### src/rtl/bus_arb_6502_if.sv
// Bus bundle between the 6502 core, the DMA port and the single-port RAM.
interface bus_arb_6502_if #(
  parameter int unsigned AW = 16,
  parameter int unsigned DW = 8
) ();

  // core side
  logic [AW-1:0] cpu_addr;
  logic [DW-1:0] cpu_dout;
  logic          cpu_we;
  logic [DW-1:0] cpu_din;
  logic          cpu_rdy;

  // DMA side
  logic          dma_req;
  logic [AW-1:0] dma_addr;
  logic [DW-1:0] dma_wdata;
  logic          dma_we;
  logic          dma_ack;
  logic [DW-1:0] dma_rdata;
  logic          dma_rvalid;

  // RAM side
  logic [AW-1:0] mem_addr;
  logic [DW-1:0] mem_wdata;
  logic          mem_we;
  logic [DW-1:0] mem_rdata;

  // Arbiter view
  modport slave (
    input  cpu_addr, cpu_dout, cpu_we,
    input  dma_req, dma_addr, dma_wdata, dma_we,
    input  mem_rdata,
    output cpu_din, cpu_rdy,
    output dma_ack, dma_rdata, dma_rvalid,
    output mem_addr, mem_wdata, mem_we
  );

  // Environment view (core, DMA engine and RAM together)
  modport master (
    output cpu_addr, cpu_dout, cpu_we,
    output dma_req, dma_addr, dma_wdata, dma_we,
    output mem_rdata,
    input  cpu_din, cpu_rdy,
    input  dma_ack, dma_rdata, dma_rvalid,
    input  mem_addr, mem_wdata, mem_we
  );

endinterface

### src/rtl/bus_arb_6502.sv
// Cycle-stealing arbiter: DMA takes RAM cycles by dropping the core's RDY,
// with a burst limit that forces one CPU cycle after MAX_BURST grants.
module bus_arb_6502 #(
  parameter int unsigned AW        = 16,
  parameter int unsigned DW        = 8,
  parameter int unsigned MAX_BURST = 4
) (
  input  logic            clk,
  input  logic            reset_n,
  bus_arb_6502_if.slave   io_bus
);

  localparam int unsigned BW = 4;
  localparam logic [BW-1:0] BURST_LIM = BW'(MAX_BURST);

  localparam logic [0:0] OWN_CPU = 1'b0;
  localparam logic [0:0] OWN_DMA = 1'b1;

  logic [0:0]    r_owner_q;
  logic [BW-1:0] r_burst_cnt;
  logic [DW-1:0] r_din_hold;
  logic          r_dma_rvalid;

  logic          w_dma_grant;
  logic [0:0]    w_owner_d;
  logic [BW-1:0] w_burst_d;
  logic [DW-1:0] w_din_hold_d;
  logic          w_dma_rvalid_d;
  logic [AW-1:0] w_mem_addr;
  logic [DW-1:0] w_mem_wdata;
  logic          w_mem_we;
  logic [DW-1:0] w_cpu_din;

  // Grant decision, RAM mux and next-state for owner/burst/hold/rvalid
  always_comb begin
    w_dma_grant    = 1'b0;
    w_mem_addr     = io_bus.cpu_addr;
    w_mem_wdata    = io_bus.cpu_dout;
    w_mem_we       = io_bus.cpu_we;
    w_cpu_din      = io_bus.mem_rdata;
    w_owner_d      = OWN_CPU;
    w_burst_d      = '0;
    w_din_hold_d   = r_din_hold;
    w_dma_rvalid_d = 1'b0;

    w_dma_grant = reset_n & io_bus.dma_req & (r_burst_cnt != BURST_LIM);

    if (w_dma_grant) begin
      w_mem_addr     = io_bus.dma_addr;
      w_mem_wdata    = io_bus.dma_wdata;
      w_mem_we       = io_bus.dma_we;
      w_owner_d      = OWN_DMA;
      w_burst_d      = r_burst_cnt + BW'(1);
      w_dma_rvalid_d = ~io_bus.dma_we;
    end

    // RAM data belongs to the core only if the core owned the previous cycle
    if (r_owner_q == OWN_CPU) begin
      w_din_hold_d = io_bus.mem_rdata;
    end else begin
      w_cpu_din = r_din_hold;
    end
  end

  // State registers
  always_ff @(posedge clk or negedge reset_n) begin
    if (!reset_n) begin
      r_owner_q    <= OWN_CPU;
      r_burst_cnt  <= '0;
      r_din_hold   <= '0;
      r_dma_rvalid <= 1'b0;
    end else begin
      r_owner_q    <= w_owner_d;
      r_burst_cnt  <= w_burst_d;
      r_din_hold   <= w_din_hold_d;
      r_dma_rvalid <= w_dma_rvalid_d;
    end
  end

  assign io_bus.mem_addr   = w_mem_addr;
  assign io_bus.mem_wdata  = w_mem_wdata;
  assign io_bus.mem_we     = w_mem_we;
  assign io_bus.cpu_din    = w_cpu_din;
  assign io_bus.cpu_rdy    = ~w_dma_grant;
  assign io_bus.dma_ack    = w_dma_grant;
  assign io_bus.dma_rdata  = io_bus.mem_rdata;
  assign io_bus.dma_rvalid = r_dma_rvalid;

endmodule

### src/flat_wrapper.sv
// flat-port wrapper written by rule: the top's interface ports become plain ports
module bus_arb_6502_flat 
#(
  parameter int unsigned AW        = 16,
  parameter int unsigned DW        = 8,
  parameter int unsigned MAX_BURST = 4
)
  (clk, reset_n, io_bus_cpu_addr, io_bus_cpu_dout, io_bus_cpu_we, io_bus_dma_req, io_bus_dma_addr, io_bus_dma_wdata, io_bus_dma_we, io_bus_mem_rdata, io_bus_cpu_din, io_bus_cpu_rdy, io_bus_dma_ack, io_bus_dma_rdata, io_bus_dma_rvalid, io_bus_mem_addr, io_bus_mem_wdata, io_bus_mem_we);
  bus_arb_6502_if #(.AW(AW), .DW(DW)) io_bus_i ();
  input  logic clk;
  input  logic reset_n;
  input wire logic [$bits(io_bus_i.cpu_addr)-1:0] io_bus_cpu_addr;
  input wire logic [$bits(io_bus_i.cpu_dout)-1:0] io_bus_cpu_dout;
  input wire logic [$bits(io_bus_i.cpu_we)-1:0] io_bus_cpu_we;
  input wire logic [$bits(io_bus_i.dma_req)-1:0] io_bus_dma_req;
  input wire logic [$bits(io_bus_i.dma_addr)-1:0] io_bus_dma_addr;
  input wire logic [$bits(io_bus_i.dma_wdata)-1:0] io_bus_dma_wdata;
  input wire logic [$bits(io_bus_i.dma_we)-1:0] io_bus_dma_we;
  input wire logic [$bits(io_bus_i.mem_rdata)-1:0] io_bus_mem_rdata;
  output wire logic [$bits(io_bus_i.cpu_din)-1:0] io_bus_cpu_din;
  output wire logic [$bits(io_bus_i.cpu_rdy)-1:0] io_bus_cpu_rdy;
  output wire logic [$bits(io_bus_i.dma_ack)-1:0] io_bus_dma_ack;
  output wire logic [$bits(io_bus_i.dma_rdata)-1:0] io_bus_dma_rdata;
  output wire logic [$bits(io_bus_i.dma_rvalid)-1:0] io_bus_dma_rvalid;
  output wire logic [$bits(io_bus_i.mem_addr)-1:0] io_bus_mem_addr;
  output wire logic [$bits(io_bus_i.mem_wdata)-1:0] io_bus_mem_wdata;
  output wire logic [$bits(io_bus_i.mem_we)-1:0] io_bus_mem_we;
  assign io_bus_i.cpu_addr = io_bus_cpu_addr;
  assign io_bus_i.cpu_dout = io_bus_cpu_dout;
  assign io_bus_i.cpu_we = io_bus_cpu_we;
  assign io_bus_i.dma_req = io_bus_dma_req;
  assign io_bus_i.dma_addr = io_bus_dma_addr;
  assign io_bus_i.dma_wdata = io_bus_dma_wdata;
  assign io_bus_i.dma_we = io_bus_dma_we;
  assign io_bus_i.mem_rdata = io_bus_mem_rdata;
  assign io_bus_cpu_din = io_bus_i.cpu_din;
  assign io_bus_cpu_rdy = io_bus_i.cpu_rdy;
  assign io_bus_dma_ack = io_bus_i.dma_ack;
  assign io_bus_dma_rdata = io_bus_i.dma_rdata;
  assign io_bus_dma_rvalid = io_bus_i.dma_rvalid;
  assign io_bus_mem_addr = io_bus_i.mem_addr;
  assign io_bus_mem_wdata = io_bus_i.mem_wdata;
  assign io_bus_mem_we = io_bus_i.mem_we;
  bus_arb_6502 #(.AW(AW), .DW(DW), .MAX_BURST(MAX_BURST)) u_core (.clk(clk), .reset_n(reset_n), .io_bus(io_bus_i));
endmodule
### config.mk
export PLATFORM = sky130hd
export DESIGN_NAME = bus_arb_6502_flat
export DESIGN_NICKNAME = d
export VERILOG_FILES = /design/src/rtl/bus_arb_6502_if.sv /design/src/rtl/bus_arb_6502.sv /design/src/flat_wrapper.sv
export SDC_FILE = /design/constraint.sdc
export NUM_CORES = 1
export LEC_CHECK = 0
export CORE_AREA = 10 10 79 64
export CTS_CLUSTER_DIAMETER = 30
export DETAILED_ROUTE_END_ITERATION = 8
export DIE_AREA = 0 0 89 74
export GPL_ROUTABILITY_DRIVEN = 0
export PLACE_DENSITY_LB_ADDON = 0.3
export SYNTH_ARGS = -nofsm -noshare
export SYNTH_HDL_FRONTEND = slang
export SYNTH_SLANG_ARGS = --single-unit
### constraint.sdc
create_clock -name clk -period 1.7 [get_ports clk]
set_input_delay 0.17 -clock clk [delete_from_list [all_inputs] [get_ports clk]]
set_output_delay 0.17 -clock clk [all_outputs]
set_load 0.005 [all_outputs]
==> flow_metrics.py <==
metrics = {
    "synthesis": {
        "yosysUniqueCellTypes": 15,
        "synthesis.area_um2": 935,
        "yosysSeqAreaShare_pct": 37.5,
        "synth_warnings": 0,
        "ys_ff_latch": 14,
        "syn_inst": 75,
        "syn_area_per_cell_um2": 12.5,
        "synth_nets": 138,
    },
    "critical_path": {
        "cp-end-kind": "primary output",
        "slowest_delay_ns": 0.37,
        "cp.depth": 6,
        "cpLargestDelayFamily": "flip-flops",
        "reg2reg_depth": 6,
        "critPathRequiredTime_ns": 1.53,
        "path_class": "flip-flop to primary output",
        "critPathArrivalTime_ns": 1.68,
        "crit_slowest_cell": "dfrtp_1",
        "crit_fanout": 8,
        "critical_path_buf_inv_count": 3,
        "timing.rr.start": "u_core.r_burst_cnt[1]",
        "critPathLaunch": "u_core.r_burst_cnt[1]",
        "crit_top_cell": "buf_6",
        "path_cells": "inv_2 -> ha_4 -> a31o_4 -> buf_6 -> mux2_4 -> buf_6",
        "start_kind": "flip-flop",
    },
    "global_route": {
        "first_global_vias": 1218,
        "grt_max_degree": 15,
        "track_usage_pct": 12.7,
        "grt-ovfl-total": 0,
        "grt_pass1_wl_mm": 6.56,
        "antenna_found_initial": 0,
    },
    "routing": {
        "drt_iter0_drc": 53,
        "drc": 0,
        "viasPerCell": 4.44,
        "ant_nets": 0,
        "wire_per_inst_um": 18.6,
        "drt_wl_total_mm": 4.48,
        "vias": 1070,
        "drtPass1Iterations": 4,
    },
    "layout": {
        "antenna_cells": 0,
        "fin_util_pct": 68.2,
        "final_common_cell": "clkdlybuf4s50_1",
        "drive_gt1_share_pct": 49.7,
        "fin_nets": 264,
        "area_growth_pct": 158,
        "stdcell_count": 241,
        "num-fill-cells": 264,
        "final_cell_mix": "71 x clkdlybuf4s50_1, 43 x buf_6, 27 x mux2_4",
    },
    "floorplanning": {
        "die_h_um": 74,
        "rows": 19,
        "floorplan.io_pins": 105,
        "core_um2": 3540,
        "dieArea_um2": 6590,
        "start_util_pct": 26.4,
        "dieWidth_um": 89,
    },
    "clock_network": {
        "cts_tree": "done",
        "clk_path_buf_depth": 2,
        "clkTransAtPathRegs_ns": 0.05,
        "root_buffer": "clkbuf_8",
        "clock-sinks": 14,
        "postCtsHoldBufs": 0,
        "cts_buffers": 3,
        "clock_latency_ns": 0.24,
        "htreeDepth": 1,
    },
    "hold_path": {
        "hp-class": "primary input to async pin",
    },
    "power": {
        "peakVddDrop_uv": 388,
        "p_total_mw": 1.17,
        "power_density_nw_per_um2": 485,
        "power_leakage_nw": 1.17,
    },
    "timing": {
        "hold_viol": 0,
        "fin_skew_ns": 0.00312,
        "fin_crit_ns": 1.85,
        "finalWorstSetupSlack_ns": -0.145,
        "whs_ns": 0.276,
        "fin_crit_sh_pct": 109,
        "report.final.slew_viol_count": 0,
        "worst_slew_pin_slew_ns": 0.216,
        "fmax_mhz": 542,
        "finalSetupViolCount": 25,
        "grt_setup_unrepaired": "true",
        "slew_headroom_pct": 85.6,
    },
    "placed_design": {
        "hpwl_mm": 3.23,
        "placed_cells": 215,
        "io_buffers": 104,
        "place_ws_ns": -0.412,
    },
    "status": {
        "violations": "setup timing",
        "status": "finished with violations",
    },
    "run": {
        "drv_cap": 0,
    },
}
## cell usage after synthesis
library cell	number	area share (%)
and2_2	1	0.80
buf_6	3	3.6
ha_1	2	2.7
mux2_4	2	3.2
buf_2	1	0.53
xnor2_1	2	1.9
nor2_1	4	1.6
inv_1	3	1.2
a31o_4	1	1.9
inv_2	1	0.40
buf_4	8	6.4
mux2_2	31	37
nand3_1	1	0.53
nand2_1	1	0.40
dfrtp_1	14	37
## area by class of cell
class                   instances  area, um^2  area share [%]
clock buffers                   3        41.3            1.71
inverters                       4        15.0           0.622
multi-input cells              47         612            25.3
flip-flops and latches         14         352            14.6
well taps                      42        52.6            2.18
repair buffers                131        1340            55.6
## logic make-up (layout without fill, tap and decap cells)
| family | after synthesis | count (layout) | share of synthesized area (%) |
|---|---|---|---|
| compound gates | 1 | 3 | 1.87 |
| xor+xnor | 2 | 2 | 1.87 |
| fa+ha+maj | 2 | 2 | 2.68 |
| buf+inv | 16 | 138 | 12.2 |
| flops | 14 | 14 | 37.5 |
| mux | 33 | 33 | 40.6 |
| simple gates | 7 | 7 | 3.35 |
## sequential cells by signal (all words and copies together), names as in the netlist
register	flops
u_core.io_bus.dma_rvalid	1
u_core.r_burst_cnt	4
u_core.r_din_hold	8
u_core.r_owner_q	1
## metal layers
metal	vias to the layer above	part of all wire, %	global-route usage [%]
li1	505	-	-
met1	505	35	12.3
met2	53	52	23.4
met3	7	11	5.57
met4	0	1.6	4.75
met5	-	0	0
## power by group
group          internal [mW]  switching, mW  leakage (nW)
registers              0.354        0.00958         0.173
clock network          0.156          0.108        0.0216
logic                  0.393          0.149         0.974
## worst paths after layout
path                                            endpoint  slack (ns)
worst max-delay path                 io_bus_mem_addr[15]       -0.15
worst min-delay path               u_core.r_burst_cnt[3]        0.28
worst max register to register     u_core.r_burst_cnt[1]        0.38
worst min register to register      u_core.r_din_hold[1]        0.49
max in group asynchronous               u_core.r_owner_q        1.24
min in group clk                u_core.io_bus.dma_rvalid        0.49
## worst reg2reg max path, delay by kind of cell, from the launching register on
family / cells / cell delay [ns]
flops: 1 / 0.39
fa+ha+maj: 1 / 0.15
buf+inv: 3 / 0.27
compound gates: 1 / 0.23
simple gates: 1 / 0.18
## metrics by stage
stage	TNS [ns]	instance area (um^2)
2_1_floorplan	0	935
3_3_place_gp	-8.87	1970
3_5_place_dp	-9.92	1970
4_1_cts	-2.71	2270
5_1_grt	-3.78	2410
6_report	-2.58	2410
## timing repair
action                                  CTS  global route
setup buffers                            17             5
endpoints found under the setup margin   35            33
gates resized for setup                 156            34
gates cloned                              2             0
pin swaps                                 4             4
(Power assumes the default switching activity.)
